**src/rtl/lsu_unit_if.sv**
```systemverilog
// lsu_unit_if: word-bus handshake between the LSU (master) and memory (slave).
// req/we/addr/be/wdata flow master->slave; ack/rdata flow slave->master.
interface lsu_unit_if;
  logic        req;
  logic        we;
  logic [31:0] addr;
  logic [3:0]  be;
  logic [31:0] wdata;
  logic        ack;
  logic [31:0] rdata;

  modport master (
    output req, we, addr, be, wdata,
    input  ack, rdata
  );

  modport slave (
    input  req, we, addr, be, wdata,
    output ack, rdata
  );
endinterface

```
**src/rtl/lsu_unit.sv**
```systemverilog
// lsu_unit: MEM-stage load/store unit; one bus transaction per request.
// Ports: clk_i/rst_i, mem_* request in, lsu_* status out, bus master port.
module lsu_unit #(
  parameter int unsigned TIMEOUT_CYCLES = 255
) (
  input  logic        clk_i,
  input  logic        rst_i,
  input  logic        mem_req_i,
  input  logic        mem_we_i,
  input  logic [2:0]  mem_funct3_i,
  input  logic [31:0] mem_addr_i,
  input  logic [31:0] mem_wdata_i,
  output logic        lsu_stall_o,
  output logic        lsu_done_o,
  output logic [31:0] lsu_rdata_o,
  output logic        lsu_err_o,
  output logic        lsu_fault_o,
  lsu_unit_if.master  bus
);

  typedef enum logic [1:0] {
    IDLE = 2'd0,
    WAIT = 2'd1,
    DONE = 2'd2
  } state_e;

  localparam logic [7:0] TO_LAST = 8'(TIMEOUT_CYCLES - 1);

  state_e      state_q, state_d;
  logic        req_q, we_q, err_q;
  logic [31:0] addr_q, wdata_q, rdata_q;
  logic [3:0]  be_q;
  logic [2:0]  f3_q;
  logic [1:0]  off_q;
  logic [7:0]  cnt_q;

  logic        f3_ok, misal, legal, accept, timeout;
  logic [3:0]  be_d;
  logic [31:0] wdata_d, fmt;
  logic [7:0]  lane_b;
  logic [15:0] lane_h;

  // Width decode: unsigned variants exist only for loads.
  always_comb begin
    f3_ok = 1'b0;
    unique case (mem_funct3_i)
      3'b000, 3'b001, 3'b010: f3_ok = 1'b1;
      3'b100, 3'b101:         f3_ok = !mem_we_i;
      default:                f3_ok = 1'b0;
    endcase
  end

  assign misal = (mem_funct3_i[1:0] == 2'b01 && mem_addr_i[0])
              || (mem_funct3_i[1:0] == 2'b10 && |mem_addr_i[1:0]);
  assign legal = f3_ok && !misal;
  assign accept = (state_q == IDLE) && mem_req_i && legal;
  assign timeout = (cnt_q == TO_LAST);

  // Store lane steering; loads always fetch the full word.
  always_comb begin
    be_d = 4'b1111;
    wdata_d = mem_wdata_i;
    unique case (mem_funct3_i[1:0])
      2'b00: begin
        be_d = 4'b0001 << mem_addr_i[1:0];
        wdata_d = {4{mem_wdata_i[7:0]}};
      end
      2'b01: begin
        be_d = mem_addr_i[1] ? 4'b1100 : 4'b0011;
        wdata_d = {2{mem_wdata_i[15:0]}};
      end
      default: begin
        be_d = 4'b1111;
        wdata_d = mem_wdata_i;
      end
    endcase
    if (!mem_we_i) be_d = 4'b1111;
  end

  // Load lane select and extension.
  assign lane_b = 8'(bus.rdata >> {off_q, 3'b000});
  assign lane_h = off_q[1] ? bus.rdata[31:16] : bus.rdata[15:0];

  always_comb begin
    fmt = bus.rdata;
    unique case (f3_q)
      3'b000:  fmt = {{24{lane_b[7]}}, lane_b};
      3'b001:  fmt = {{16{lane_h[15]}}, lane_h};
      3'b100:  fmt = {24'b0, lane_b};
      3'b101:  fmt = {16'b0, lane_h};
      default: fmt = bus.rdata;
    endcase
  end

  always_ff @(posedge clk_i or posedge rst_i) begin
    if (rst_i) state_q <= IDLE;
    else       state_q <= state_d;
  end

  always_comb begin
    state_d = state_q;
    unique case (state_q)
      IDLE:    if (accept) state_d = WAIT;
      WAIT:    if (bus.ack || timeout) state_d = DONE;
      DONE:    state_d = IDLE;
      default: state_d = IDLE;
    endcase
  end

  always_comb begin
    lsu_stall_o = 1'b0;
    lsu_done_o  = 1'b0;
    lsu_fault_o = 1'b0;
    unique case (state_q)
      IDLE: begin
        lsu_stall_o = accept;
        lsu_fault_o = mem_req_i && !legal;
      end
      WAIT:    lsu_stall_o = 1'b1;
      DONE:    lsu_done_o = 1'b1;
      default: ;
    endcase
  end

  always_ff @(posedge clk_i or posedge rst_i) begin
    if (rst_i) begin
      req_q   <= 1'b0;
      we_q    <= 1'b0;
      err_q   <= 1'b0;
      addr_q  <= '0;
      wdata_q <= '0;
      rdata_q <= '0;
      be_q    <= '0;
      f3_q    <= '0;
      off_q   <= '0;
      cnt_q   <= '0;
    end else if (accept) begin
      req_q   <= 1'b1;
      we_q    <= mem_we_i;
      err_q   <= 1'b0;
      addr_q  <= {mem_addr_i[31:2], 2'b00};
      wdata_q <= wdata_d;
      rdata_q <= '0;
      be_q    <= be_d;
      f3_q    <= mem_funct3_i;
      off_q   <= mem_addr_i[1:0];
      cnt_q   <= '0;
    end else if (state_q == WAIT) begin
      if (bus.ack) begin
        req_q   <= 1'b0;
        rdata_q <= we_q ? 32'b0 : fmt;
      end else if (timeout) begin
        req_q   <= 1'b0;
        err_q   <= 1'b1;
        rdata_q <= '0;
      end else begin
        cnt_q <= cnt_q + 8'd1;
      end
    end
  end

  assign bus.req     = req_q;
  assign bus.we      = we_q;
  assign bus.addr    = addr_q;
  assign bus.be      = be_q;
  assign bus.wdata   = wdata_q;
  assign lsu_rdata_o = rdata_q;
  assign lsu_err_o   = err_q;

endmodule

```
**src/flat_wrapper.sv**
```systemverilog
// flat-port wrapper written by rule: the top's interface ports become plain ports
module lsu_unit_flat 
#(
  parameter int unsigned TIMEOUT_CYCLES = 255
)
  (clk_i, rst_i, mem_req_i, mem_we_i, mem_funct3_i, mem_addr_i, mem_wdata_i, lsu_stall_o, lsu_done_o, lsu_rdata_o, lsu_err_o, lsu_fault_o, bus_req, bus_we, bus_addr, bus_be, bus_wdata, bus_ack, bus_rdata);
  lsu_unit_if bus_i ();
  input  logic clk_i;
  input  logic rst_i;
  input  logic mem_req_i;
  input  logic mem_we_i;
  input  logic [2:0] mem_funct3_i;
  input  logic [31:0] mem_addr_i;
  input  logic [31:0] mem_wdata_i;
  output logic lsu_stall_o;
  output logic lsu_done_o;
  output logic [31:0] lsu_rdata_o;
  output logic lsu_err_o;
  output logic lsu_fault_o;
  output wire logic [$bits(bus_i.req)-1:0] bus_req;
  output wire logic [$bits(bus_i.we)-1:0] bus_we;
  output wire logic [$bits(bus_i.addr)-1:0] bus_addr;
  output wire logic [$bits(bus_i.be)-1:0] bus_be;
  output wire logic [$bits(bus_i.wdata)-1:0] bus_wdata;
  input wire logic [$bits(bus_i.ack)-1:0] bus_ack;
  input wire logic [$bits(bus_i.rdata)-1:0] bus_rdata;
  assign bus_req = bus_i.req;
  assign bus_we = bus_i.we;
  assign bus_addr = bus_i.addr;
  assign bus_be = bus_i.be;
  assign bus_wdata = bus_i.wdata;
  assign bus_i.ack = bus_ack;
  assign bus_i.rdata = bus_rdata;
  lsu_unit #(.TIMEOUT_CYCLES(TIMEOUT_CYCLES)) u_core (.clk_i(clk_i), .rst_i(rst_i), .mem_req_i(mem_req_i), .mem_we_i(mem_we_i), .mem_funct3_i(mem_funct3_i), .mem_addr_i(mem_addr_i), .mem_wdata_i(mem_wdata_i), .lsu_stall_o(lsu_stall_o), .lsu_done_o(lsu_done_o), .lsu_rdata_o(lsu_rdata_o), .lsu_err_o(lsu_err_o), .lsu_fault_o(lsu_fault_o), .bus(bus_i));
endmodule
```
**config.mk**
```make
export PLATFORM = sky130hd
export DESIGN_NAME = lsu_unit_flat
export DESIGN_NICKNAME = d
export VERILOG_FILES = /design/src/rtl/lsu_unit_if.sv /design/src/rtl/lsu_unit.sv /design/src/flat_wrapper.sv
export SDC_FILE = /design/constraint.sdc
export NUM_CORES = 1
export LEC_CHECK = 0
export BUFFER_PORTS_ARGS = -buffer_cell sky130_fd_sc_hd__buf_4
export CORE_MARGIN = 3
export CORE_UTILIZATION = 53
export CTS_CLUSTER_DIAMETER = 120
export DETAILED_ROUTE_END_ITERATION = 8
export PLACE_DENSITY = 0.88
export SLEW_MARGIN = 20
export SYNTH_ARGS = -nofsm -noshare
export SYNTH_HDL_FRONTEND = slang
export SYNTH_SLANG_ARGS = --single-unit
```
**constraint.sdc**
```tcl
create_clock -name clk_i -period 8.72 [get_ports clk_i]
set_input_delay 0 -clock clk_i [delete_from_list [all_inputs] [get_ports clk_i]]
set_output_delay 0 -clock clk_i [all_outputs]
set_load 0.02 [all_outputs]
```
-- Word level (Yosys, flattened, before mapping)
Cells that the tools add are included.
- bits in registers: 116
- logic and storage cells: 85
- bits of input ports: 104
- add/sub/neg operators: 1
- shift-type cells: 2
- reduce and logical (&&, ||, !) cells: 25
- mux-type cells: 30
- equal/unequal tests: 16
- operators by type and width (operator ; number):
    32-bit two-way mux ; 5
    32-bit one-hot mux with 4 select lines ; 1
    32-bit one-hot mux with 2 select lines ; 1
    8-bit two-way mux ; 4
    32-bit by 5-bit >> shifter with 8-bit output ; 1
    16-bit two-way mux ; 1
    3-bit == test, second input constant ; 4
    1-bit two-way mux ; 10
    8-bit by 1-bit adder with 8-bit output, second input constant ; 1
    8-bit == test, second input constant ; 1
    4-bit two-way mux ; 2
    2-bit by 1-bit inequality test with 1-bit output, second input constant ; 4
    4-bit one-hot mux with 2 select lines ; 1
    3-bit by 1-bit == test with 1-bit output, second input constant ; 2
    1-bit logical AND ; 6
    3-bit zero test ; 2
    3-bit AND reduction ; 2
    2-bit by 1-bit == test with 1-bit output, second input constant ; 2
    2-bit == test, second input constant ; 2
    2-bit zero test ; 2
    2-bit two-way mux ; 2
    1-bit one-hot mux with 2 select lines ; 2
    2-bit one-hot mux with 2 select lines ; 1
    2-bit AND reduction ; 2
    8 further kinds ; 13

-- Longest topological paths before layout
- depth after elaboration: 8
- gate-level depth with buffers: 8

-- Worst setup path before layout
OpenSTA, ideal clock, no wires.
- path type: reg2reg
- from: register u_core.state_q[1]
- to: register u_core.rdata_q[17], in the netlist u_core.lsu_rdata_o[17]
- library setup time: 122 ps
- path slack: 6965 ps
- required time: 8598 ps
- data arrival time: 1634 ps
- cell stages (with the launch flop): 8
- path through: dfrtp_1 > or3b_1 > o21bai_1 > buf_2 > nand3b_4 > nor2_4 > buf_6 > a32o_1
- cells in the longest elaborated chain, start to end: 5
- elaborated cells on any way between the ends: 8
- ends and longest elaborated chain (element ; line ; text):
    start: declaration ; lsu_unit.sv:29 ; state_e state_q, state_d;
    start signal: assignment ; lsu_unit.sv:97 ; else state_q <= state_d;
    2-bit zero test ; lsu_unit.sv:56 ; assign accept = (state_q == IDLE) && mem_req_i && legal;
    1-bit logical AND (2 in series) ; lsu_unit.sv:56 ;
    3-bit nonzero test (no line) / 2-bit nonzero test (equally long branches) ; -- ;
    2-bit AND reduction (no line) ; -- ;
    end signal: assignment ; lsu_unit.sv:151 ; rdata_q <= we_q ? 32'b0 : fmt;
    end: declaration ; lsu_unit.sv:31 ; logic [31:0] addr_q, wdata_q, rdata_q;
Several ways; a longest one is shown, not always the timed one.
A chain may end at the register's enable or synchronous reset.

-- Worst setup path after layout
- from: register u_core.cnt_q[0]
- to: register u_core.rdata_q[26], in the netlist u_core.lsu_rdata_o[26]
- cells in the longest elaborated chain, start to end: 3
- ends and longest elaborated chain (element ; line ; text):
    start: declaration ; lsu_unit.sv:35 ; logic [7:0] cnt_q;
    start signal: assignment ; lsu_unit.sv:157 ; cnt_q <= cnt_q + 8'd1;
    8-bit == test ; lsu_unit.sv:57 ; assign timeout = (cnt_q == TO_LAST);
    3-bit nonzero test (no line) ; -- ;
    2-bit AND reduction (no line) ; -- ;
Every way passes these cells.

==> flow_metrics.py <==
metrics = {
    "synthesis": {
        "ys_warn_count": 0,
        "synth_area_mm2": 0.005403,
        "synth-edff-count": 0,
        "ys_seq_elements": 116,
        "synth_cell_types": 50,
        "syn_inst": 560,
        "async_reset_ff_share_pct": 100.0,
        "avgSynthCellArea_um2": 9.648,
        "seq_area_frac_synth_pct": 53.73,
        "ys.flop_type": "dfrtp_1",
    },
    "critical_path": {
        "worstPathMaxFanout": 32,
        "cp-start-kind": "register",
        "worstPathArrival_ps": 3060,
        "rrSetupSlack_ps": 6070,
        "criticalPathCategory": "reg -> reg",
        "cp_slowest_cell": "nor2_2",
        "crit_chain": "inv_1, ha_1, and3_1, a21oi_2, nor2_2, nor2_4, a32o_1",
        "required_ps": 9130,
        "max_stage_delay_ps": 850,
        "endpoint_kind": "register",
        "cp.buffers_inverters": 1,
        "critPathTopFamily": "simple AND/OR/NAND/NOR gates",
    },
    "detailed_routing": {
        "drtIter0Drc": 696,
        "routed_wirelength_um": 23520,
        "viasPerCell": 6.091,
        "drt_first_pass_iters": 5,
        "postRouteAntennaNets": 0,
        "drc_errors": 0,
        "wl_per_cell_um": 23.31,
        "vias": 6146,
    },
    "power_and_ir_drop": {
        "vdd_drop_max_uv": 157.6,
        "p_leak_nw": 4.390,
        "power.density_mw_per_mm2": 265.4,
    },
    "layout": {
        "seq_area_mm2": 0.002903,
        "final_common_cell": "buf_4",
        "fin_util_pct": 88.34,
        "multi_input_area_mm2": 0.002305,
        "layout_common_cells": "buf_4, nand2_1, dfrtp_1",
        "n_fill_cell": 405,
        "syn_to_final_growth_pct": 61.30,
        "drive_above_1_share_pct": 29.26,
        "fin_nets": 968,
    },
    "clock_tree": {
        "cts_setup_buffers": 0,
        "cts_root_buf": "clkbuf_8",
        "clock_latency_ps": 530,
        "cts_tree": "yes",
        "numCtsBuffers": 17,
        "clockBufferDepth": 2,
        "htreeDepth": 4,
        "cts.sinks": 116,
        "clk_pin_slew_ps": 60,
    },
    "grt": {
        "grt_busiest_layer": "met2",
        "grtUsageMet1_pct": 47.36,
        "overflow": 0,
        "grt_use_met3_pct": 11.92,
        "antenna_found_initial": 1,
        "grt_pass1_vias": 6391,
        "grt_max_degree": 67,
        "grt_first_pass_wirelength_um": 36200,
        "track_usage_pct": 42.50,
        "met2_usage_pct": 72.35,
    },
    "sta": {
        "fmax_mhz": 377.6,
        "finalMaxSlewViolations": 0,
        "finalCriticalPeriod_ps": 2648,
        "finClkSkew_ps": 9.816,
        "setup_viol": 0,
        "tightest_slew_ps": 1081,
        "fin_setup_tns_ps": 0,
        "period_share_pct": 30.37,
        "rsz0062_at_grt": "false",
        "finalHoldViolCount": 0,
        "slew_headroom_pct": 27.87,
    },
    "run": {
        "cap_viol_max_count": 0,
    },
    "status": {
        "status": "finished, final reports clean",
    },
    "floorplanning": {
        "die_x_um": 107.0,
        "core-area_mm2": 0.009864,
        "die_h_um": 107.0,
        "die_area_mm2": 0.01144,
        "num_rows": 36,
        "pin_count": 210,
        "initial_core_util_pct": 54.77,
    },
    "placement": {
        "port_buffers": 207,
        "gp_congestion": 0.9598,
        "post-dp-hpwl_um": 11350,
    },
    "min_path": {
        "hold_class": "in -> reg",
    },
}
-- cells by family after synthesis --
group           after synthesis  synth area share [%]
other cells                   1               0.06941
simple gates                230                 18.67
buf+inv                      52                 4.168
mux                          31                 5.790
compound gates              121                 15.98
fa+ha+maj                     2                0.4631
flops                       116                 53.73
xor+xnor                      7                 1.135
-- cell type report --
| cell class | count | share of cell area [%] |
|---|---|---|
| sequential | 116 | 33.31 |
| timing repair buffer | 319 | 30.61 |
| multi-input combinational | 393 | 26.45 |
| clock buffer | 24 | 5.628 |
| tap | 133 | 1.910 |
| clock inverter | 8 | 1.393 |
| inverter | 15 | 0.6748 |
| antenna | 1 | 0.02871 |
-- per-layer routing --
layer	wire [µm]	share of wire [%]
met1	8052	34
met3	2470	11
met5	0	0
met4	1486	6.3
met2	11510	49
-- Yosys cell counts (2+ instances only) --
master | instances | share of area [%]
buf_4 | 2 | 0.28
mux2_2 | 2 | 0.42
nand2_1 | 164 | 11
a31oi_1 | 3 | 0.35
a2bb2oi_1 | 5 | 0.81
nor2b_1 | 3 | 0.35
xor2_1 | 5 | 0.81
o32a_1 | 3 | 0.56
and3_1 | 2 | 0.23
nand2b_1 | 18 | 2.1
buf_2 | 12 | 1.1
clkbuf_1 | 21 | 1.5
o22a_1 | 4 | 0.65
a21oi_1 | 16 | 1.5
a22o_1 | 12 | 1.9
a221oi_1 | 3 | 0.49
ha_1 | 2 | 0.46
nand3_1 | 4 | 0.37
mux2i_1 | 29 | 5.4
dfrtp_1 | 116 | 54
xnor2_1 | 2 | 0.32
o21ai_0 | 43 | 4.0
inv_1 | 15 | 1.0
a211oi_1 | 2 | 0.28
a32o_1 | 21 | 3.9
nor2_1 | 26 | 1.8
or3_1 | 2 | 0.23
-- what timing repair did --
item                                   4_1_cts  5_1_grt
hold buffers                               109        0
endpoints found under the hold margin      159        0
resized for setup                            0        0
-- final timing paths --
kind,start,end,depth (start not counted)
min reg2reg,u_core.bus.be[0],u_core.bus.be[0],2
max reg2reg,u_core.cnt_q[0],u_core.lsu_rdata_o[26],7
max,u_core.cnt_q[0],u_core.lsu_rdata_o[26],7
min in group asynchronous,rst_i,u_core.bus.addr[14],3
min,bus_rdata[12],u_core.lsu_rdata_o[12],4
max in group asynchronous,rst_i,u_core.cnt_q[3],4
-- tightest hold or removal path: cells and delay by family --
family	cells	cell delay [ps]
AOI/OAI and AO/OA	2	340
buffers and inverters	2	200
-- flip-flops by register name, indices dropped and copies added, names as in the netlist --
signal and cells:
u_core.bus.we 1, u_core.bus.be 4, u_core.bus.wdata 32, u_core.lsu_rdata_o 32
u_core.state_q 2, u_core.f3_q 3, u_core.off_q 2, u_core.lsu_err_o 1
u_core.bus.addr 30, u_core.bus.req 1, u_core.cnt_q 8
-- power by group --
group / total (mW) / leakage, nW / internal [mW] / switching, mW
logic: 0.785 / 2.60 / 0.330 / 0.455
registers: 0.799 / 1.49 / 0.667 / 0.131
clock network: 0.729 / 0.301 / 0.473 / 0.256
-- metrics by stage --
| stage | hold WS (ps) | std cells | power, mW | instance area (µm²) | setup slack, ps |
|---|---|---|---|---|---|
| final | 54.39 | 1009 | 2.313 | 8715 | 6072 |
| after global routing | 53.13 | 1009 | 2.390 | 8715 | 5904 |
| after CTS | 33.04 | 1008 | 2.227 | 8707 | 5922 |
| after detailed placement | 132.5 | 867 | 1.468 | 7004 | 5952 |
| after global placement | 125.4 | 867 | 1.444 | 7004 | 6134 |
| after floorplan | 105.4 | 561 | 1.153 | 5406 | 5648 |
Note: power is estimated with default switching activity, not from simulation.
